<file path="config.mk">
export PLATFORM = sky130hd
export DESIGN_NAME = audio_avg_filter
export DESIGN_NICKNAME = d
export VERILOG_FILES = /design/src/rtl/audio_pkg.sv /design/src/rtl/audio_avg_filter_channel.sv /design/src/rtl/audio_avg_filter.sv
export SDC_FILE = /design/constraint.sdc
export NUM_CORES = 2
export LEC_CHECK = 0
export CAP_MARGIN = 20
export CORE_UTILIZATION = 42
export CTS_CLUSTER_SIZE = 30
export DETAILED_ROUTE_END_ITERATION = 10
export SYNTH_ARGS = -nofsm -noshare
export SYNTH_HDL_FRONTEND = slang
export SYNTH_SLANG_ARGS = --single-unit
</file>
<file path="constraint.sdc">
create_clock -name clk -period 19.46 [get_ports clk]
set_input_delay 3.892 -clock clk [delete_from_list [all_inputs] [get_ports clk]]
set_output_delay 3.892 -clock clk [all_outputs]
set_load 0.02 [all_outputs]
</file>
<file path="src/rtl/audio_pkg.sv">
// Shared types for the stereo boxcar filter.
// Sample width, FSM state encoding and sample type.
package audio_pkg;

    localparam int DW = 24;

    typedef enum logic [1:0] {
        S_IDLE = 2'd0,
        S_ACC  = 2'd1,
        S_OUT  = 2'd2,
        S_WR   = 2'd3
    } state_t;

    typedef logic signed [DW-1:0] sample_t;

endpackage

</file>
<file path="src/rtl/audio_avg_filter_channel.sv">
// One channel of the moving-average filter: N-entry delay
// line, write pointer and running-sum accumulator.
module avg_channel
    import audio_pkg::*;
#(
    parameter int DW     = audio_pkg::DW,
    parameter int LOG2_N = 3
) (
    input  logic                 clk,
    input  logic                 reset,
    input  logic                 en,
    input  logic signed [DW-1:0] samp,
    output logic signed [DW-1:0] avg
);

    localparam int N  = 1 << LOG2_N;
    localparam int AW = DW + LOG2_N;

    logic signed [DW-1:0]     dly_q [N];
    logic        [LOG2_N-1:0] wptr_q;
    logic signed [AW-1:0]     acc_q;
    logic signed [AW-1:0]     acc_d;
    logic signed [AW-1:0]     samp_x;
    logic signed [AW-1:0]     old_x;

    // Running sum of the window after replacing the oldest sample.
    always_comb begin
        samp_x = $signed({{LOG2_N{samp[DW-1]}}, samp});
        old_x  = $signed({{LOG2_N{dly_q[wptr_q][DW-1]}}, dly_q[wptr_q]});
        acc_d  = acc_q + samp_x - old_x;
        avg    = acc_d[AW-1:LOG2_N];
    end

    // Commit the new sample into the window on the strobe.
    always_ff @(posedge clk or posedge reset) begin
        if (reset) begin
            for (int i = 0; i < N; i++) begin
                dly_q[i] <= '0;
            end
            wptr_q <= '0;
            acc_q  <= '0;
        end else if (en) begin
            dly_q[wptr_q] <= samp;
            wptr_q        <= wptr_q + LOG2_N'(1);
            acc_q         <= acc_d;
        end
    end

endmodule

</file>
<file path="src/rtl/audio_avg_filter.sv">
// Stereo boxcar low-pass between codec read and write sides.
// Pops one sample, averages the last N, pushes the result.
module audio_avg_filter
    import audio_pkg::*;
#(
    parameter int LOG2_N = 3,
    parameter int DW     = audio_pkg::DW
) (
    input  logic          clk,
    input  logic          reset,
    input  logic          bypass,
    input  logic          in_valid,
    input  logic [DW-1:0] in_left,
    input  logic [DW-1:0] in_right,
    output logic          in_read,
    input  logic          out_ready,
    output logic [DW-1:0] out_left,
    output logic [DW-1:0] out_right,
    output logic          out_write
);

    state_t               state_q;
    logic                 in_read_q;
    logic                 out_write_q;
    logic signed [DW-1:0] samp_l_q;
    logic signed [DW-1:0] samp_r_q;
    logic        [DW-1:0] out_l_q;
    logic        [DW-1:0] out_r_q;
    logic signed [DW-1:0] avg_l;
    logic signed [DW-1:0] avg_r;
    logic                 acc_en;

    assign acc_en    = (state_q == S_ACC);
    assign in_read   = in_read_q;
    assign out_write = out_write_q;
    assign out_left  = out_l_q;
    assign out_right = out_r_q;

    avg_channel #(
        .DW     (DW),
        .LOG2_N (LOG2_N)
    ) u_left (
        .clk   (clk),
        .reset (reset),
        .en    (acc_en),
        .samp  (samp_l_q),
        .avg   (avg_l)
    );

    avg_channel #(
        .DW     (DW),
        .LOG2_N (LOG2_N)
    ) u_right (
        .clk   (clk),
        .reset (reset),
        .en    (acc_en),
        .samp  (samp_r_q),
        .avg   (avg_r)
    );

    // Handshake FSM: pop, accumulate, hold result, push.
    always_ff @(posedge clk or posedge reset) begin
        if (reset) begin
            state_q     <= S_IDLE;
            in_read_q   <= 1'b0;
            out_write_q <= 1'b0;
            samp_l_q    <= '0;
            samp_r_q    <= '0;
            out_l_q     <= '0;
            out_r_q     <= '0;
        end else begin
            case (state_q)
                S_IDLE: begin
                    if (in_valid) begin
                        samp_l_q  <= in_left;
                        samp_r_q  <= in_right;
                        in_read_q <= 1'b1;
                        state_q   <= S_ACC;
                    end
                end
                S_ACC: begin
                    in_read_q <= 1'b0;
                    out_l_q   <= bypass ? samp_l_q : avg_l;
                    out_r_q   <= bypass ? samp_r_q : avg_r;
                    state_q   <= S_OUT;
                end
                S_OUT: begin
                    if (out_ready) begin
                        out_write_q <= 1'b1;
                        state_q     <= S_WR;
                    end
                end
                S_WR: begin
                    out_write_q <= 1'b0;
                    state_q     <= S_IDLE;
                end
                default: begin
                    state_q <= S_IDLE;
                end
            endcase
        end
    end

endmodule

</file>
==> results_dict.tcl <==
set metrics [dict create \
    rsz0062_at_grt "no" \
    hp-class "register to register" \
    hold_violations 0 \
    ys_types 57 \
    cp_data_required_time_ps 20070 \
    finalHoldWorstSlack_ps 475 \
    synth_top_area_share_pct 49.5 \
    root_buffer "clkbuf_16" \
    area_growth_pct 14.1 \
    portBuffers 102 \
    status "completed" \
    cp-end-kind "asynchronous set/reset pin" \
    grt_pass1_vias 19000 \
    tns_ps 0 \
    synth-seq-cells 544 \
    slew_headroom_pct 29.3 \
    drtIter0Drc 1172 \
    cts_buffers 57 \
    synthFlopType "dfrtp_1" \
    synthTopCellsByArea "dfrtp_1 (49%), mux2_2 (13%), mux4_2 (7.9%)" \
    ioPinCount 103 \
    die_y_um 258 \
    path_class "input pin to asynchronous set/reset pin" \
    cts.clk_slew.worst_paths_ps 60 \
    gp_congestion 0.869 \
    fin_crit_ps 6020 \
    die_w_um 258 \
    totalWireLength_um 67900 \
    seq_area_frac_synth_pct 49.5 \
    seqCellArea_um2 13600 \
    clock_sink_count 544 \
    synth_edf_count 0 \
    cts_max_level 2 \
    dieArea_um2 66500 \
    multi_input_comb_area_um2 12600 \
    synth_nets 2519 \
    n_antenna_cell 0 \
    synth_top_area_cell "dfrtp_1" \
    antenna_found_initial 0 \
    fmax_mhz 166 \
    layout.nets 2577 \
    synth_warnings 0 \
    critPathLaunchType "input pin" \
    fin_skew_ps 27.4 \
    core_area_um2 64600 \
    routed_via_density 5.46 \
    ant_nets 0 \
    cp.arrival_ps 6620 \
    core.rowCount 93 \
    grt_max_degree 174 \
    worst_slew_pin_slew_ps 1060 \
    grt_first_pass_wirelength_um 110000 \
    wl_per_cell_um 20.5 \
    syn_inst 2352 \
    slew_violations 0 \
    ctsResizeCount 0 \
    dpl.hpwl_um 44400 \
    initial_core_util_pct 42.6 \
    synth.most_common_cell "dfrtp_1" \
    fill_cells 5782 \
    crit_fanout 173 \
    cts_setup_buffers 0 \
    synthTopCellsByCount "dfrtp_1 (544), mux2_2 (312), nand2_1 (261)" \
    grt-ovfl-total 0 \
    async_flop_share_pct 100 \
    maxCapViolations 0 \
    ctsHoldBuffers 0 \
    vias 18100 \
    drcViolationCount 0 \
    syn_area_per_cell_um2 11.7 \
    dr.pass1.iters 5 \
    synthesis.area_um2 27500 \
    final.period_utilization_pct 30.9 \
    clockBufferDepth 3 \
    clkLatencyLatePin_ps 620 \
    cts_tree "done" \
    setup_viol 0 \
    drive_gt1_share_pct 22.8 \
    grt_use_total_pct 21.0 \
]
==> final timing paths <==
check,start,endpoint,slack [ps],depth (start not counted)
max,reset,u_left.wptr_q[0],13440,4
min,u_left.dly_q[50],u_left.dly_q[50],470,2
max reg2reg,u_right.wptr_q[0],out_right[17],13970,14
min reg2reg,u_left.dly_q[50],u_left.dly_q[50],470,2
max in group clk,out_left[23],out_left[23],13810,1
min in group asynchronous,reset,samp_l_q[23],3850,2
==> sequential cells by signal, indices dropped and copies added (netlist names) <==
signal and cells:
in_read 1, out_left 24, out_right 24, out_write 1
samp_l_q 24, samp_r_q 24, state_q 2, u_left.acc_q 27
u_left.dly_q 192, u_left.wptr_q 3, u_right.acc_q 27, u_right.dly_q 192
u_right.wptr_q 3
==> worst max-delay path, cell delays in order <==
cell,delay (ps)
clkdlybuf4s50_1,490
inv_8,600
buf_12,730
buf_4,700
==> placed cells by master, fill, tap and decap left out, types with 4 or more instances in the layout <==
| cell type | count |
|---|---|
| a211oi_1 | 4 |
| a21o_1 | 26 |
| a21oi_1 | 83 |
| a31oi_1 | 21 |
| and3_1 | 6 |
| buf_4 | 32 |
| bufinv_16 | 5 |
| clkbuf_1 | 9 |
| clkbuf_16 | 58 |
| clkbuf_8 | 20 |
| clkdlybuf4s50_1 | 101 |
| clkinv_2 | 13 |
| dfrtp_1 | 540 |
| fa_1 | 52 |
| ha_1 | 61 |
| inv_1 | 205 |
| mux2_2 | 312 |
| mux2i_1 | 38 |
| mux4_2 | 96 |
| nand2_1 | 260 |
| nand2b_1 | 4 |
| nand3_1 | 17 |
| nand4_1 | 14 |
| nand4b_1 | 8 |
| nor2_1 | 64 |
| nor2b_1 | 7 |
| nor3_1 | 4 |
| nor3_2 | 4 |
| nor3b_2 | 4 |
| o211ai_1 | 4 |
| o21a_1 | 8 |
| o21ai_0 | 258 |
| o31a_1 | 4 |
| o31ai_1 | 6 |
| xnor2_1 | 32 |
| xor2_1 | 25 |
==> final cells by class <==
class	count	area share, %
flip-flops and latches	544	43.4
well taps	855	3.41
clock buffers	87	5.61
inverters	207	2.50
repair buffers	135	4.07
clock inverters	19	0.737
multi-input cells	1465	40.3
==> routing by layer <==
metal | wire (µm) | GRT usage [%]
met2 | 34300 | 36.1
met3 | 2430 | 2.64
met4 | 1490 | 5.00
met5 | 0 | 0
met1 | 29600 | 28.2
==> metrics by stage <==
stage	instances	instance area (µm²)	utilization (%)	worst slack (ps)
finish	3312	31400	48.6	13440
detailed placement	3206	29400	45.5	12670
global route	3312	31400	48.6	13020
global placement	3206	29400	45.5	12770
floorplan	2352	27500	-	361
CTS	3312	31400	48.6	13340
==> cells by family after synthesis <==
family | share of synthesized area, %
flip-flops | 49.5
multiplexers | 22.0
AO/OA/AOI/OAI | 9.03
AND/OR/NAND/NOR | 6.30
buffers and inverters | 4.73
adder cells (fa/ha/maj) | 6.61
XOR/XNOR | 1.82
Power is left out: the tool's default activity adds up to more than one toggle a clock period on the data nets, which glitch-free logic cannot reach.
